--- config.mk ---
export PLATFORM = sky130hd
export DESIGN_NAME = multicontrol_flat
export DESIGN_NICKNAME = d
export VERILOG_FILES = /design/src/rtl/mips_pkg.sv /design/src/rtl/multicontrol_if.sv /design/src/rtl/multicontrol_outdec.sv /design/src/rtl/multicontrol.sv /design/src/flat_wrapper.sv
export SDC_FILE = /design/constraint.sdc
export NUM_CORES = 1
export LEC_CHECK = 0
export BUFFER_PORTS_ARGS = -buffer_cell sky130_fd_sc_hd__buf_2
export CORE_MARGIN = 3
export CORE_UTILIZATION = 50
export DETAILED_ROUTE_END_ITERATION = 6
export HOLD_SLACK_MARGIN = 0.1
export PLACE_DENSITY = 0.82
export SYNTH_ARGS = -nofsm -noshare
export SYNTH_HDL_FRONTEND = slang
export SYNTH_SLANG_ARGS = --single-unit
--- constraint.sdc ---
create_clock -name clk -period 4.11 [get_ports clk]
set_input_delay 0 -clock clk [delete_from_list [all_inputs] [get_ports clk]]
set_output_delay 0 -clock clk [all_outputs]
set_load 0.03 [all_outputs]
--- src/rtl/mips_pkg.sv ---
// -----------------------------------------------------------------------------
// mips_pkg
// Shared definitions for the multi-cycle MIPS main control FSM:
//   - state_t      : 4-bit FSM state encoding
//   - OP_*         : supported primary opcodes (instr[31:26])
//   - ALUOP_*      : aluop codes for the downstream ALU-control decoder
//   - ALUSRCB_*    : ALU B operand selects
//   - PCSRC_*      : PC source selects
// Optional feature macro: MULTICONTROL_ADDI_EN (adds the ADDIEX/ADDIWB states).
// -----------------------------------------------------------------------------
package mips_pkg;

    typedef enum logic [3:0] {
        ST_FETCH   = 4'd0,
        ST_DECODE  = 4'd1,
        ST_MEMADR  = 4'd2,
        ST_MEMRD   = 4'd3,
        ST_MEMWB   = 4'd4,
        ST_MEMWR   = 4'd5,
        ST_EXECUTE = 4'd6,
        ST_ALUWB   = 4'd7,
        ST_BRANCH  = 4'd8,
`ifdef MULTICONTROL_ADDI_EN
        ST_ADDIEX  = 4'd9,
        ST_ADDIWB  = 4'd10,
`endif
        ST_JUMP    = 4'd11
    } state_t;

    localparam logic [5:0] OP_LW    = 6'b100011;
    localparam logic [5:0] OP_SW    = 6'b101011;
    localparam logic [5:0] OP_RTYPE = 6'b000000;
    localparam logic [5:0] OP_BEQ   = 6'b000100;
    localparam logic [5:0] OP_ADDI  = 6'b001000;
    localparam logic [5:0] OP_J     = 6'b000010;

    localparam logic [1:0] ALUOP_ADD   = 2'b00;
    localparam logic [1:0] ALUOP_SUB   = 2'b01;
    localparam logic [1:0] ALUOP_FUNCT = 2'b10;

    localparam logic [1:0] ALUSRCB_REG  = 2'b00;
    localparam logic [1:0] ALUSRCB_FOUR = 2'b01;
    localparam logic [1:0] ALUSRCB_IMM  = 2'b10;
    localparam logic [1:0] ALUSRCB_IMM2 = 2'b11;

    localparam logic [1:0] PCSRC_ALU    = 2'b00;
    localparam logic [1:0] PCSRC_ALUOUT = 2'b01;
    localparam logic [1:0] PCSRC_JUMP   = 2'b10;

endpackage

--- src/rtl/multicontrol_if.sv ---
// -----------------------------------------------------------------------------
// multicontrol_if
// Bundle between the main control FSM and the MIPS datapath.
//   master modport : the controller (drives strobes, reads opcode/mem_ready)
//   slave  modport : the datapath side (drives opcode/mem_ready, reads strobes)
// Parameter CNT_W sets the width of retire_count.
// -----------------------------------------------------------------------------
interface multicontrol_if #(
    parameter int CNT_W = 16
);
    logic [5:0]       opcode;
    logic             mem_ready;
    logic             pcwrite;
    logic             branch;
    logic             iord;
    logic             memread;
    logic             memwrite;
    logic             irwrite;
    logic             memtoreg;
    logic             regdst;
    logic             regwrite;
    logic             alusrca;
    logic [1:0]       alusrcb;
    logic [1:0]       pcsrc;
    logic [1:0]       aluop;
    logic             instr_done;
    logic             illegal_op;
    logic [CNT_W-1:0] retire_count;

    modport master (
        input  opcode, mem_ready,
        output pcwrite, branch, iord, memread, memwrite, irwrite,
               memtoreg, regdst, regwrite, alusrca, alusrcb, pcsrc,
               aluop, instr_done, illegal_op, retire_count
    );

    modport slave (
        output opcode, mem_ready,
        input  pcwrite, branch, iord, memread, memwrite, irwrite,
               memtoreg, regdst, regwrite, alusrca, alusrcb, pcsrc,
               aluop, instr_done, illegal_op, retire_count
    );
endinterface

--- src/rtl/multicontrol_outdec.sv ---
// -----------------------------------------------------------------------------
// multicontrol_outdec
// Combinational Moore output decode for the main control FSM.
// Ports:
//   i_state      current FSM state
//   i_mem_ready  memory handshake (only used in FETCH and MEMWR)
//   i_rst_n      active-low reset; forces every output to 0 while low
//   o_*          datapath strobes / selects, aluop, instr_done
// Optional feature macro: MULTICONTROL_ADDI_EN (decode of ADDIEX/ADDIWB).
// -----------------------------------------------------------------------------
module multicontrol_outdec
    import mips_pkg::*;
(
    input  state_t     i_state,
    input  logic       i_mem_ready,
    input  logic       i_rst_n,
    output logic       o_pcwrite,
    output logic       o_branch,
    output logic       o_iord,
    output logic       o_memread,
    output logic       o_memwrite,
    output logic       o_irwrite,
    output logic       o_memtoreg,
    output logic       o_regdst,
    output logic       o_regwrite,
    output logic       o_alusrca,
    output logic [1:0] o_alusrcb,
    output logic [1:0] o_pcsrc,
    output logic [1:0] o_aluop,
    output logic       o_instr_done
);

    always_comb begin
        o_pcwrite    = 1'b0;
        o_branch     = 1'b0;
        o_iord       = 1'b0;
        o_memread    = 1'b0;
        o_memwrite   = 1'b0;
        o_irwrite    = 1'b0;
        o_memtoreg   = 1'b0;
        o_regdst     = 1'b0;
        o_regwrite   = 1'b0;
        o_alusrca    = 1'b0;
        o_alusrcb    = ALUSRCB_REG;
        o_pcsrc      = PCSRC_ALU;
        o_aluop      = ALUOP_ADD;
        o_instr_done = 1'b0;

        // Reset masks the decode so a mid-instruction abort emits no strobes.
        if (i_rst_n) begin
            case (i_state)
                ST_FETCH: begin
                    o_memread = 1'b1;
                    o_alusrcb = ALUSRCB_FOUR;
                    o_aluop   = ALUOP_ADD;
                    o_pcsrc   = PCSRC_ALU;
                    // IR and PC+4 are committed only in the cycle the read lands.
                    o_irwrite = i_mem_ready;
                    o_pcwrite = i_mem_ready;
                end
                ST_DECODE: begin
                    o_alusrcb = ALUSRCB_IMM2;
                    o_aluop   = ALUOP_ADD;
                end
                ST_MEMADR: begin
                    o_alusrca = 1'b1;
                    o_alusrcb = ALUSRCB_IMM;
                    o_aluop   = ALUOP_ADD;
                end
                ST_MEMRD: begin
                    o_iord    = 1'b1;
                    o_memread = 1'b1;
                end
                ST_MEMWB: begin
                    o_memtoreg   = 1'b1;
                    o_regwrite   = 1'b1;
                    o_instr_done = 1'b1;
                end
                ST_MEMWR: begin
                    o_iord       = 1'b1;
                    o_memwrite   = 1'b1;
                    o_instr_done = i_mem_ready;
                end
                ST_EXECUTE: begin
                    o_alusrca = 1'b1;
                    o_alusrcb = ALUSRCB_REG;
                    o_aluop   = ALUOP_FUNCT;
                end
                ST_ALUWB: begin
                    o_regdst     = 1'b1;
                    o_regwrite   = 1'b1;
                    o_instr_done = 1'b1;
                end
                ST_BRANCH: begin
                    o_alusrca    = 1'b1;
                    o_aluop      = ALUOP_SUB;
                    o_pcsrc      = PCSRC_ALUOUT;
                    o_branch     = 1'b1;
                    o_instr_done = 1'b1;
                end
`ifdef MULTICONTROL_ADDI_EN
                ST_ADDIEX: begin
                    o_alusrca = 1'b1;
                    o_alusrcb = ALUSRCB_IMM;
                    o_aluop   = ALUOP_ADD;
                end
                ST_ADDIWB: begin
                    o_regwrite   = 1'b1;
                    o_instr_done = 1'b1;
                end
`endif
                ST_JUMP: begin
                    o_pcsrc      = PCSRC_JUMP;
                    o_pcwrite    = 1'b1;
                    o_instr_done = 1'b1;
                end
                default: ;
            endcase
        end
    end

endmodule

--- src/rtl/multicontrol.sv ---
// -----------------------------------------------------------------------------
// multicontrol
// Multi-cycle main control FSM for the MIPS datapath. Sequences one
// instruction over 3-5 states, waits on mem_ready in memory states, and
// counts retired instructions.
//
//   state    | meaning
//   ---------+---------------------------------------------
//   FETCH    | read instruction, PC+4 (waits on mem_ready)
//   DECODE   | register read, branch target precompute
//   MEMADR   | effective address for LW/SW
//   MEMRD    | data read (waits on mem_ready)
//   MEMWB    | load writeback, retire
//   MEMWR    | data write (waits on mem_ready), retire
//   EXECUTE  | R-type ALU op
//   ALUWB    | R-type writeback, retire
//   BRANCH   | BEQ compare and conditional PC load, retire
//   ADDIEX   | ADDI ALU op              (MULTICONTROL_ADDI_EN)
//   ADDIWB   | ADDI writeback, retire   (MULTICONTROL_ADDI_EN)
//   JUMP     | PC <= jump target, retire
//
// Ports:
//   clk    rising-edge clock
//   rst_n  synchronous active-low reset
//   bus    multicontrol_if.master: opcode/mem_ready in, strobes,
//          instr_done, illegal_op, retire_count out
// Parameter CNT_W: retire counter width (wraps modulo 2^CNT_W).
// Optional feature macro: MULTICONTROL_ADDI_EN (ADDI support; otherwise
// opcode 001000 is illegal).
// -----------------------------------------------------------------------------
module multicontrol
    import mips_pkg::*;
#(
    parameter int CNT_W = 16
) (
    input  logic           clk,
    input  logic           rst_n,
    multicontrol_if.master bus
);

    state_t           r_state;
    state_t           w_state_nxt;
    logic             w_illegal;
    logic             w_instr_done;
    logic [CNT_W-1:0] r_retire_count;

    always_ff @(posedge clk) begin
        if (!rst_n) begin
            r_state <= ST_FETCH;
        end else begin
            r_state <= w_state_nxt;
        end
    end

    always_comb begin
        w_state_nxt = r_state;
        w_illegal   = 1'b0;
        case (r_state)
            ST_FETCH: begin
                if (bus.mem_ready) begin
                    w_state_nxt = ST_DECODE;
                end
            end
            ST_DECODE: begin
                case (bus.opcode)
                    OP_LW,
                    OP_SW:    w_state_nxt = ST_MEMADR;
                    OP_RTYPE: w_state_nxt = ST_EXECUTE;
                    OP_BEQ:   w_state_nxt = ST_BRANCH;
`ifdef MULTICONTROL_ADDI_EN
                    OP_ADDI:  w_state_nxt = ST_ADDIEX;
`endif
                    OP_J:     w_state_nxt = ST_JUMP;
                    default: begin
                        w_state_nxt = ST_FETCH;
                        w_illegal   = 1'b1;
                    end
                endcase
            end
            // IR is stable here and DECODE already filtered to LW/SW.
            ST_MEMADR: w_state_nxt = (bus.opcode == OP_LW) ? ST_MEMRD : ST_MEMWR;
            ST_MEMRD: begin
                if (bus.mem_ready) begin
                    w_state_nxt = ST_MEMWB;
                end
            end
            ST_MEMWR: begin
                if (bus.mem_ready) begin
                    w_state_nxt = ST_FETCH;
                end
            end
            ST_EXECUTE: w_state_nxt = ST_ALUWB;
`ifdef MULTICONTROL_ADDI_EN
            ST_ADDIEX:  w_state_nxt = ST_ADDIWB;
`endif
            default:    w_state_nxt = ST_FETCH;
        endcase
    end

    multicontrol_outdec u_outdec (
        .i_state      (r_state),
        .i_mem_ready  (bus.mem_ready),
        .i_rst_n      (rst_n),
        .o_pcwrite    (bus.pcwrite),
        .o_branch     (bus.branch),
        .o_iord       (bus.iord),
        .o_memread    (bus.memread),
        .o_memwrite   (bus.memwrite),
        .o_irwrite    (bus.irwrite),
        .o_memtoreg   (bus.memtoreg),
        .o_regdst     (bus.regdst),
        .o_regwrite   (bus.regwrite),
        .o_alusrca    (bus.alusrca),
        .o_alusrcb    (bus.alusrcb),
        .o_pcsrc      (bus.pcsrc),
        .o_aluop      (bus.aluop),
        .o_instr_done (w_instr_done)
    );

    always_ff @(posedge clk) begin
        if (!rst_n) begin
            r_retire_count <= '0;
        end else if (w_instr_done) begin
            r_retire_count <= r_retire_count + CNT_W'(1);
        end
    end

    assign bus.instr_done   = w_instr_done;
    assign bus.illegal_op   = w_illegal & rst_n;
    assign bus.retire_count = r_retire_count;

endmodule

--- src/flat_wrapper.sv ---
// flat-port wrapper written by rule: the top's interface ports become plain ports
module multicontrol_flat import mips_pkg::*;
#(
    parameter int CNT_W = 16
)
  (clk, rst_n, bus_opcode, bus_mem_ready, bus_pcwrite, bus_branch, bus_iord, bus_memread, bus_memwrite, bus_irwrite, bus_memtoreg, bus_regdst, bus_regwrite, bus_alusrca, bus_alusrcb, bus_pcsrc, bus_aluop, bus_instr_done, bus_illegal_op, bus_retire_count);
  multicontrol_if #(.CNT_W(CNT_W)) bus_i ();
  input  logic clk;
  input  logic rst_n;
  input wire logic [$bits(bus_i.opcode)-1:0] bus_opcode;
  input wire logic [$bits(bus_i.mem_ready)-1:0] bus_mem_ready;
  output wire logic [$bits(bus_i.pcwrite)-1:0] bus_pcwrite;
  output wire logic [$bits(bus_i.branch)-1:0] bus_branch;
  output wire logic [$bits(bus_i.iord)-1:0] bus_iord;
  output wire logic [$bits(bus_i.memread)-1:0] bus_memread;
  output wire logic [$bits(bus_i.memwrite)-1:0] bus_memwrite;
  output wire logic [$bits(bus_i.irwrite)-1:0] bus_irwrite;
  output wire logic [$bits(bus_i.memtoreg)-1:0] bus_memtoreg;
  output wire logic [$bits(bus_i.regdst)-1:0] bus_regdst;
  output wire logic [$bits(bus_i.regwrite)-1:0] bus_regwrite;
  output wire logic [$bits(bus_i.alusrca)-1:0] bus_alusrca;
  output wire logic [$bits(bus_i.alusrcb)-1:0] bus_alusrcb;
  output wire logic [$bits(bus_i.pcsrc)-1:0] bus_pcsrc;
  output wire logic [$bits(bus_i.aluop)-1:0] bus_aluop;
  output wire logic [$bits(bus_i.instr_done)-1:0] bus_instr_done;
  output wire logic [$bits(bus_i.illegal_op)-1:0] bus_illegal_op;
  output wire logic [$bits(bus_i.retire_count)-1:0] bus_retire_count;
  assign bus_i.opcode = bus_opcode;
  assign bus_i.mem_ready = bus_mem_ready;
  assign bus_pcwrite = bus_i.pcwrite;
  assign bus_branch = bus_i.branch;
  assign bus_iord = bus_i.iord;
  assign bus_memread = bus_i.memread;
  assign bus_memwrite = bus_i.memwrite;
  assign bus_irwrite = bus_i.irwrite;
  assign bus_memtoreg = bus_i.memtoreg;
  assign bus_regdst = bus_i.regdst;
  assign bus_regwrite = bus_i.regwrite;
  assign bus_alusrca = bus_i.alusrca;
  assign bus_alusrcb = bus_i.alusrcb;
  assign bus_pcsrc = bus_i.pcsrc;
  assign bus_aluop = bus_i.aluop;
  assign bus_instr_done = bus_i.instr_done;
  assign bus_illegal_op = bus_i.illegal_op;
  assign bus_retire_count = bus_i.retire_count;
  multicontrol #(.CNT_W(CNT_W)) u_core (.clk(clk), .rst_n(rst_n), .bus(bus_i));
endmodule
==> results of run 1 <==
==> cell usage after synthesis (all sizes together) <==
cell	number
a211oi	2
a21boi	1
a21oi	4
a31oi	1
and2	15
and3	1
and4	3
buf	3
clkbuf	6
dfxtp	20
ha	1
inv	1
mux2i	4
nand2	16
nand2b	10
nand3	10
nand4	3
nor2	18
nor2b	2
nor3	8
nor3b	1
nor4	11
o211ai	1
o21ai	5
o221ai	1
o31a	1
or2	1
or2b	1
or3	1
xnor2	1
xor2	14
==> per-stage QoR <==
step | cell area, um^2 | util (%) | power, W | std cells
2_1_floorplan | 1330 | - | 0.000229 | 167
3_3_place_gp | 1530 | 61.1 | 0.000241 | 230
3_5_place_dp | 1530 | 61.1 | 0.000243 | 230
4_1_cts | 1630 | 65.2 | 0.000408 | 239
5_1_grt | 1630 | 65.2 | 0.000423 | 239
6_report | 1630 | 65.2 | 0.000404 | 239
==> path summary, 6_finish.rpt <==
| path | startpoint | to | slack, ns | cells after the start |
|---|---|---|---|---|
| worst max-delay path | u_core.r_state[0] | bus_instr_done | 1.90 | 5 |
| worst max register to register | u_core.r_state[0] | u_core.bus.retire_count[3] | 2.08 | 5 |
| worst min register to register | u_core.bus.retire_count[15] | u_core.bus.retire_count[15] | 0.49 | 2 |
| worst min-delay path | bus_opcode[3] | u_core.r_state[1] | 0.14 | 4 |
==> logic make-up (layout without fill, tap and decap cells) <==
| logic type | Yosys count | after routing | share of synthesized area [%] |
|---|---|---|---|
| simple gates | 101 | 101 | 43.2 |
| mux | 4 | 4 | 3.00 |
| fa+ha+maj | 1 | 1 | 0.939 |
| xor+xnor | 15 | 15 | 9.86 |
| buf+inv | 10 | 52 | 4.23 |
| flops | 20 | 20 | 30.0 |
| compound gates | 16 | 16 | 8.73 |
==> sequential cells by signal, indices dropped and copies added, names as in the netlist <==
name	flops
u_core.r_state	4
u_core.bus.retire_count	16
==> report_power, final <==
group | leakage (nW) | total, W | switching [W] | internal [W]
Sequential | 0.161 | 0.000197 | 0.00000276 | 0.000195
Clock | 0.0279 | 0.000162 | 0.0000638 | 0.0000986
Combinational | 0.602 | 0.0000445 | 0.0000284 | 0.0000161
Total | 0.791 | 0.000404 | 0.0000950 | 0.000309
==> placed cells by master (no fill, tap or decap), drive strengths merged <==
cell         instances
mux2i                4
nor4                11
or3                  1
nor2b                2
a211oi               2
xnor2                1
nor3                 8
buf                 42
nor2                18
o31a                 1
o21ai                5
and3                 1
nor3b                1
xor2                14
dlygate4sd3          5
inv                  1
nand3               10
and4                 3
clkbuf               3
or2                  1
bufinv               1
dfxtp               20
ha                   1
nand4                3
and2                15
a31oi                1
nand2b              10
nand2               16
or2b                 1
a21boi               1
a21oi                4
o211ai               1
o221ai               1
==> worst max-delay path, cell delays in order, from the launching register on <==
cell	delay [ns]
dfxtp_1	0.62
nand2b_4	0.14
a21oi_2	0.59
nor2_1	0.19
and2_1	0.20
buf_2	0.17
==> final cells by class <==
type,instances,area (um^2)
clock inverters,1,30.0
fillers,229,870
clock buffers,3,22.5
multi-input cells,137,876
well taps,30,37.5
inverters,1,3.75
flip-flops and latches,20,400
repair buffers,47,260
==> routing by layer <==
metal / vias up / share of wire (%) / global-route usage, %
met4: 0 / 0.58 / 5.30
met2: 49 / 53 / 33.4
met3: 4 / 5.8 / 6.24
li1: 675 / - / -
met5: - / 0 / 0
met1: 637 / 41 / 23.3
==> flow_summary.json, run 1 <==
{
  "power_density_nw_per_um2": 248,
  "startpoint_type": "register",
  "num_rows": 18,
  "hold_class": "in2reg",
  "max_freq_mhz": 452,
  "cp-end-kind": "primary output",
  "clk_path_buf_depth": 2,
  "grt-ovfl-total": 0,
  "synth_top_area_share_pct": 30.0,
  "clk_pin_slew_ns": 0.11,
  "fp.dieW_um": 57.6,
  "diodes": 0,
  "io_buffers": 42,
  "yosys_warnings": 0,
  "synthTopCellsByArea": "dfxtp_1, xor2_1, and2_1",
  "cp.arrival_ns": 2.21,
  "rsz0062_at_grt": "no",
  "grt_max_degree": 24,
  "area_growth_pct": 22.3,
  "leakagePower_nw": 0.791,
  "finalClockSkew_ns": 0.0108,
  "cp_max_fo": 14,
  "setup_viol": 0,
  "tritoncts": "built",
  "seq_area_frac_synth_pct": 30.0,
  "dieArea_um2": 3320,
  "place_hpwl_um": 2270,
  "cts_root_buf": "clkbuf_4",
  "ctsHoldBuffers": 5,
  "path_class": "reg2out",
  "layout.nets": 220,
  "synth_top_area_cell": "dfxtp_1",
  "vias": 1365,
  "netlist_instances": 167,
  "post_cts_resized": 0,
  "cts_setup_buffers": 0,
  "final_max_slew_viol_count": 0,
  "whs_ns": 0.141,
  "layout-drive-gt1-share_pct": 25.8,
  "gp_congestion": 0.845,
  "grt_pass1_wl_um": 5130,
  "layout_min_cycle_time_ns": 2.21,
  "drt_iter0_drc": 56,
  "dp_slack_ns": 2.14,
  "via_per_inst": 5.71,
  "drc_errors": 0,
  "fin_ws_ns": 1.90,
  "die_h_um": 57.6,
  "clkLatencyLatePin_ns": 0.31,
  "ios": 43,
  "syn_area_um2": 1330,
  "drt-pass1-iter-count": 5,
  "antenna_found_initial": 0,
  "numCtsBuffers": 3,
  "setup_tns_ns": 0,
  "worst-endpoint-required_ns": 4.11,
  "initial_utilization_pct": 53.3,
  "wl_per_cell_um": 13.0,
  "avgSynthCellArea_um2": 7.98,
  "synth_cell_types": 36,
  "relSlewSlack_pct": 52.0,
  "drv_cap": 0,
  "grt_pass1_vias": 1178,
  "synth-seq-cells": 20,
  "synth_nets": 177,
  "worst_slew_pin_slew_ns": 0.720,
  "routed_wl_um": 3120,
  "outcome": "finished, final reports clean",
  "htreeDepth": 1,
  "cts_sinks": 20,
  "ant_nets": 0,
  "finalCritPeriodShare_pct": 53.9,
  "grt.total_usage_pct": 19.4,
  "core_um2": 2500,
  "hold_viol": 0,
  "max-vdd-ir-drop_v": 0.000256
}
Power figures use the tool's default switching activity.
==> run 2: changes to the inputs <==
--- a/config.mk
+++ b/config.mk
@@ -5,12 +5,13 @@
 export SDC_FILE = /design/constraint.sdc
 export NUM_CORES = 1
 export LEC_CHECK = 0
+export ABC_AREA = 1
 export BUFFER_PORTS_ARGS = -buffer_cell sky130_fd_sc_hd__buf_2
 export CORE_MARGIN = 3
-export CORE_UTILIZATION = 50
+export CORE_UTILIZATION = 46
 export DETAILED_ROUTE_END_ITERATION = 6
 export HOLD_SLACK_MARGIN = 0.1
-export PLACE_DENSITY = 0.82
+export PLACE_DENSITY = 0.78
 export SYNTH_ARGS = -nofsm -noshare
 export SYNTH_HDL_FRONTEND = slang
 export SYNTH_SLANG_ARGS = --single-unit
==> constraint.sdc (replaced) <==
create_clock -name clk -period 1.8 [get_ports clk]
set_input_delay 0 -clock clk [delete_from_list [all_inputs] [get_ports clk]]
set_output_delay 0 -clock clk [all_outputs]
set_load 0.03 [all_outputs]
==> flow_summary.json, run 2 <==
{
  "synth-edff-count": 0,
  "final_area_um2": 1780,
  "critPathMaxStageDelay_ns": 0.33,
  "synth-seq-cells": 20,
  "area_growth_pct": 21.2,
  "layout-drive-gt1-share_pct": 24.7,
  "cp_top_family": "simple AND/OR/NAND/NOR gates",
  "htreeDepth": 1,
  "grt-ovfl-total": 0,
  "clkLatencyLatePin_ns": 0.29,
  "finalCritPeriodShare_pct": 92.9,
  "final_max_slew_viol_count": 0,
  "diodes": 0,
  "synthTopCellsByArea": "dfxtp_1, nand2_1, nor2_1",
  "max-vdd-ir-drop_v": 0.000468,
  "outcome": "finished, final reports clean",
  "cts_sinks": 20,
  "cts_root_buf": "clkbuf_4",
  "wl_per_cell_um": 11.4,
  "worst_slew_pin_slew_ns": 0.595,
  "final_common_cell": "nand2_1",
  "cts_setup_buffers": 0,
  "syn_area_um2": 1470,
  "drt-pass1-iter-count": 4,
  "final_cell_mix": "nand2_1, nor2_1, buf_2",
  "routed_wl_um": 3790,
  "place_hpwl_um": 2920,
  "leakagePower_nw": 0.818,
  "clk_pin_slew_ns": 0.11,
  "seq_area_frac_synth_pct": 27.3,
  "hold_class": "in2reg",
  "highest-signal-layer": "met4",
  "ant_nets": 0,
  "grt_max_degree": 24,
  "power_density_nw_per_um2": 447,
  "cp-end-kind": "primary output",
  "via_per_inst": 5.16,
  "layout_min_cycle_time_ns": 1.67,
  "yosysMostFrequentCell": "nand2_1",
  "reg2reg_depth": 8,
  "grt_pass1_vias": 1455,
  "ios": 43,
  "cp_cell_sequence": "inv_1, nand2_2, nor2_4, nand2_2, nand2_4, nand2_4, inv_8, clkbuf_4",
  "finalClockSkew_ns": 0.00181,
  "setup_tns_ns": 0,
  "numCtsBuffers": 3,
  "grt.total_usage_pct": 19.7,
  "tritoncts": "built",
  "netlist_instances": 246,
  "synth_cell_types": 24,
  "drt_iter0_drc": 94,
  "startpoint_type": "register",
  "dp.cells": 326,
  "cp_max_fo": 12,
  "io_buffers": 42,
  "largest_reg_flops": 16,
  "drv_cap": 0,
  "path_class": "reg2out",
  "holdPathStages": 5,
  "vias": 1718,
  "die_h_um": 62.5,
  "num_rows": 19,
  "final_cells": 333,
  "synth_top_area_cell": "dfxtp_1",
  "r2r-end": "u_core.bus.retire_count[14]",
  "core_um2": 2900,
  "synth_ff_type": "dfxtp_1",
  "relSlewSlack_pct": 60.1,
  "hold_path.startpoint": "bus_opcode[2]",
  "max_freq_mhz": 598,
  "setup_viol": 0,
  "layout.nets": 303,
  "yosys_warnings": 0,
  "initial_utilization_pct": 50.6,
  "synth_nets": 256,
  "path_buf_inv": 3,
  "gp_congestion": 0.936,
  "hold_viol": 0,
  "synth_top_area_share_pct": 27.3,
  "avgSynthCellArea_um2": 5.97,
  "ys_top_cells_by_count": "nand2_1, nor2_1, inv_1",
  "fp.dieW_um": 62.5,
  "worst-endpoint-required_ns": 1.80,
  "r2r_setup_slack_ns": 0.20,
  "grt_pass1_wl_um": 6560,
  "drc_errors": 0,
  "wl_met2_um": 1670,
  "hold_path_end": "u_core.r_state[3]",
  "dr_wl_met3_um": 311,
  "synthArstFlopShare_pct": 0,
  "clk_path_buf_depth": 2,
  "r2r_start": "u_core.bus.retire_count[0]",
  "dieArea_um2": 3910,
  "cp.arrival_ns": 1.67,
  "crit_slowest_cell": "dfxtp_1",
  "antenna_found_initial": 0,
  "met1_length_um": 1790,
  "place_area_um2": 1700
}
## run 2: changes by cell type after synthesis, sizes merged, moves of 4 or more
cell | before | now
inv | 1 | 28
nor3 | 8 | 3
mux2i | 4 | 0
xor2 | 14 | 2
a21oi | 4 | 21
nand4 | 3 | 10
nand2b | 10 | 0
nor2 | 18 | 46
clkbuf | 6 | 0
and2 | 15 | 0
nand2 | 16 | 81
nor4 | 11 | 0
nand3 | 10 | 19
## run 2: area by class of cell
class                      instances  area, um^2
tap                               42        52.6
sequential                        20         403
inverter                          28         116
multi-input combinational        192         923
timing repair buffer              47         258
timing repair inverter             1        5.00
clock buffer                       3        22.5
fill                             303        1120
## run 2: worst max-delay path by stage
| stage | start | endpoint | cells after the start |
|---|---|---|---|
| 3_5_place_dp | u_core.bus.retire_count[0] | u_core.bus.retire_count[14] | 8 |
| 5_1_grt | u_core.r_state[3] | bus_instr_done | 8 |
| 2_1_floorplan | u_core.bus.retire_count[0] | u_core.bus.retire_count[12] | 8 |
| 6_report | u_core.r_state[3] | bus_instr_done | 8 |
| 4_1_cts | rst_n | bus_branch | 5 |
| 3_3_place_gp | u_core.bus.retire_count[0] | u_core.bus.retire_count[12] | 8 |
## run 2: logic make-up (layout without fill, tap and decap cells)
| group | after synthesis | count (layout) | synth area share, % |
|---|---|---|---|
| and+or+nand+nor | 161 | 161 | 48.5 |
| buffers and inverters | 34 | 79 | 10.1 |
| AOI/OAI and AO/OA | 27 | 27 | 11.6 |
| DFF | 20 | 20 | 27.3 |
| xor gates and xnor gates | 3 | 3 | 1.79 |
| adders and majority gates | 1 | 1 | 0.852 |
## run 2: repair_timing
action                     in CTS  in global routing
gates resized for setup         1                  7
hold endpoints to repair        8                  0
hold buffers                    3                  0
gates cloned                    0                  1
setup endpoints to repair       1                 11
## run 2: through the flow
| stage | total power (W) | util, % | setup slack, ns | hold slack, ns |
|---|---|---|---|---|
| floorplan | 0.000553 | - | 0.215 | 0.192 |
| global placement | 0.000587 | 58.8 | 0.203 | 0.352 |
| detailed placement | 0.000587 | 58.8 | 0.210 | 0.355 |
| CTS | 0.000795 | 60.7 | 0.0363 | 0.108 |
| global route | 0.000838 | 61.4 | -0.00285 | 0.128 |
| finish | 0.000796 | 61.4 | 0.129 | 0.116 |
## run 2: layer usage
layer  GRT usage [%]  vias to the layer above
li1                -                      879
met1            28.6                      763
met2            30.5                       72
met3            4.14                        4
met4            2.75                        0
met5               0                        -
## run 2: worst register-to-register path: cells and delay by family (launching register included)
kind                       cells  cell delay [ns]
AOI/OAI and AO/OA              1             0.05
DFF                            1             0.46
adders and majority gates      1             0.31
and+or+nand+nor                6             0.65
## run 2: report_power, final
part / internal (W) / switching, W / leakage, nW
Combinational: 0.0000414 / 0.0000923 / 0.642
Clock: 0.0000778 / 0.000131 / 0.0138
Sequential: 0.000446 / 0.00000652 / 0.162
Total: 0.000566 / 0.000230 / 0.818
==> run 3: changes to the inputs <==
--- a/config.mk
+++ b/config.mk
@@ -8,10 +8,10 @@
 export ABC_AREA = 1
 export BUFFER_PORTS_ARGS = -buffer_cell sky130_fd_sc_hd__buf_2
 export CORE_MARGIN = 3
-export CORE_UTILIZATION = 46
+export CORE_UTILIZATION = 26
 export DETAILED_ROUTE_END_ITERATION = 6
 export HOLD_SLACK_MARGIN = 0.1
-export PLACE_DENSITY = 0.78
+export PLACE_DENSITY = 0.57
 export SYNTH_ARGS = -nofsm -noshare
 export SYNTH_HDL_FRONTEND = slang
 export SYNTH_SLANG_ARGS = --single-unit
==> constraint.sdc (replaced) <==
create_clock -name clk -period 1.5 [get_ports clk]
set_input_delay 0 -clock clk [delete_from_list [all_inputs] [get_ports clk]]
set_output_delay 0 -clock clk [all_outputs]
set_load 0.03 [all_outputs]
==> flow_summary.json, run 3 (synthesis gave the netlist of run 2 again) <==
{
  "grt-ovfl-total": 0,
  "dp_slack_ns": 0.102,
  "hold_class": "in2reg",
  "place_hpwl_um": 3360,
  "ant_nets": 0,
  "final_cell_mix": "nand2_1, nor2_1, buf_2",
  "switchingPower_w": 0.000314,
  "cp_num_cells": 6,
  "drc_errors": 0,
  "wl_per_cell_um": 11.1,
  "multi_input_area_um2": 943,
  "fp.dieW_um": 81.2,
  "setup_tns_ns": 0,
  "io_buffers": 42,
  "n_fill_cell": 595,
  "intPower_w": 0.000832,
  "via_per_inst": 4.63,
  "core_um2": 5270,
  "drt_iter0_drc": 89,
  "worst-endpoint-required_ns": 1.50,
  "regArea_um2": 405,
  "max-vdd-ir-drop_v": 0.000240,
  "final_area_um2": 2000,
  "vias": 1751,
  "leakagePower_nw": 0.930,
  "startpoint": "u_core.r_state[0]",
  "seq_power_share_pct": 47.3,
  "cp-end-kind": "primary output",
  "initial_utilization_pct": 27.9,
  "dieArea_um2": 6590,
  "htreeDepth": 1,
  "antenna_found_initial": 0,
  "clk_pin_slew_ns": 0.07,
  "largest_reg_flops": 16,
  "power_w": 0.00115,
  "p_clk_share_pct": 37.1,
  "power_density_nw_per_um2": 575,
  "grt_pass1_vias": 1595,
  "endpoint": "bus_iord",
  "combPwrFrac_pct": 15.7,
  "setup_viol": 0,
  "clkLatencyLatePin_ns": 0.26,
  "critPathMaxStageDelay_ns": 0.39,
  "gp_congestion": 0.846,
  "die_h_um": 81.2,
  "place_area_um2": 1850,
  "finalClockSkew_ns": 0.0122,
  "final_common_cell": "nand2_1",
  "cp_max_fo": 4,
  "area_growth_pct": 35.9,
  "r2r_setup_slack_ns": 0.14,
  "hold_viol": 0,
  "power_switching_share_pct": 27.4,
  "reg2reg_depth": 7,
  "max_freq_mhz": 712,
  "grt.total_usage_pct": 13.3,
  "cp_cell_sequence": "buf_4, nand2_1, nor2_2, nor2_1, nor2_1, buf_2",
  "num_rows": 26,
  "crit_slowest_cell": "dfxtp_2",
  "path_buf_inv": 2,
  "grt_pass1_wl_um": 7030,
  "startpoint_type": "register",
  "grt_max_degree": 14,
  "numCtsBuffers": 3,
  "diodes": 0,
  "cp.arrival_ns": 1.40,
  "layout-drive-gt1-share_pct": 31.8,
  "r2r-end": "u_core.bus.retire_count[14]",
  "clk_path_buf_depth": 2,
  "cts_root_buf": "clkbuf_8",
  "cp_top_family": "simple AND/OR/NAND/NOR gates",
  "final_max_slew_viol_count": 0,
  "tritoncts": "built",
  "layout.nets": 319,
  "relSlewSlack_pct": 73.7,
  "outcome": "finished, final reports clean",
  "finalCritPeriodShare_pct": 93.6,
  "worst_slew_pin_slew_ns": 0.393,
  "fin_ws_ns": 0.0958,
  "cts_sinks": 20,
  "drv_cap": 0,
  "path_class": "reg2out",
  "layout_min_cycle_time_ns": 1.40,
  "cp_common_cell": "nor2_1",
  "drt-pass1-iter-count": 4,
  "routed_wl_um": 4210,
  "r2r_start": "u_core.bus.retire_count[2]",
  "ios": 43
}
==> run 3: area by class of cell <==
| class | count | share of cell area, % |
|---|---|---|
| flip-flops and latches | 20 | 20.3 |
| clock buffers | 4 | 2.76 |
| inverters | 28 | 5.64 |
| well taps | 70 | 4.39 |
| repair buffers | 64 | 19.6 |
| multi-input cells | 192 | 47.3 |
==> run 3: per-stage QoR <==
step | utilization, % | instances | hold WS [ns]
floorplan | - | 246 | 0.192
global placement | 35.2 | 369 | 0.285
detailed placement | 35.2 | 369 | 0.289
CTS | 36.8 | 375 | 0.159
global route | 37.9 | 378 | 0.199
finish | 37.9 | 378 | 0.158
==> run 3: worst reg2reg max path, stage by stage (launching register included) <==
cell     delay [ns]
dfxtp_1        0.46
nand2_1        0.15
nor2_1         0.29
nand3_1        0.12
nand2_1        0.07
nand2_1        0.05
nand2_1        0.07
a21oi_2        0.05
==> run 3: how the worst min path moves through the flow <==
stage                        startpoint                           to  cells after the start
after floorplan                   rst_n  u_core.bus.retire_count[15]                      3
after global placement            rst_n            u_core.r_state[1]                      3
after detailed placement          rst_n            u_core.r_state[1]                      3
after CTS                 bus_opcode[3]            u_core.r_state[3]                      6
after global routing      bus_opcode[2]            u_core.r_state[3]                      5
final                     bus_opcode[3]            u_core.r_state[3]                      6
==> run 3: repair_timing <==
item / CTS / global route
hold buffers: 2 / 0
gates resized for setup: 3 / 17
hold endpoints to repair: 4 / 0
buffers inserted: 0 / 3
pin swaps: 1 / 1
setup endpoints to repair: 1 / 7
==> run 3: layer usage <==
layer  track usage [%]  wire length (um)  share of wire, %  vias to the layer above
met1              18.0              2050                49                      798
met2              22.4              1920                46                       45
met3              1.66               216               5.1                        4
met5                 0                 0                 0                        -
li1                  -                 -                 -                      904
met4              2.70                25              0.59                        0
==> run 3: power groups by stage <==
stage	sequential [W]	combinational, W	clock, W
after CTS	0.000540	0.000175	0.000428
after detailed placement	0.000552	0.000170	0
after global routing	0.000543	0.000199	0.000457
after global placement	0.000552	0.000170	0
final	0.000542	0.000180	0.000425
after floorplan	0.000554	0.000109	0
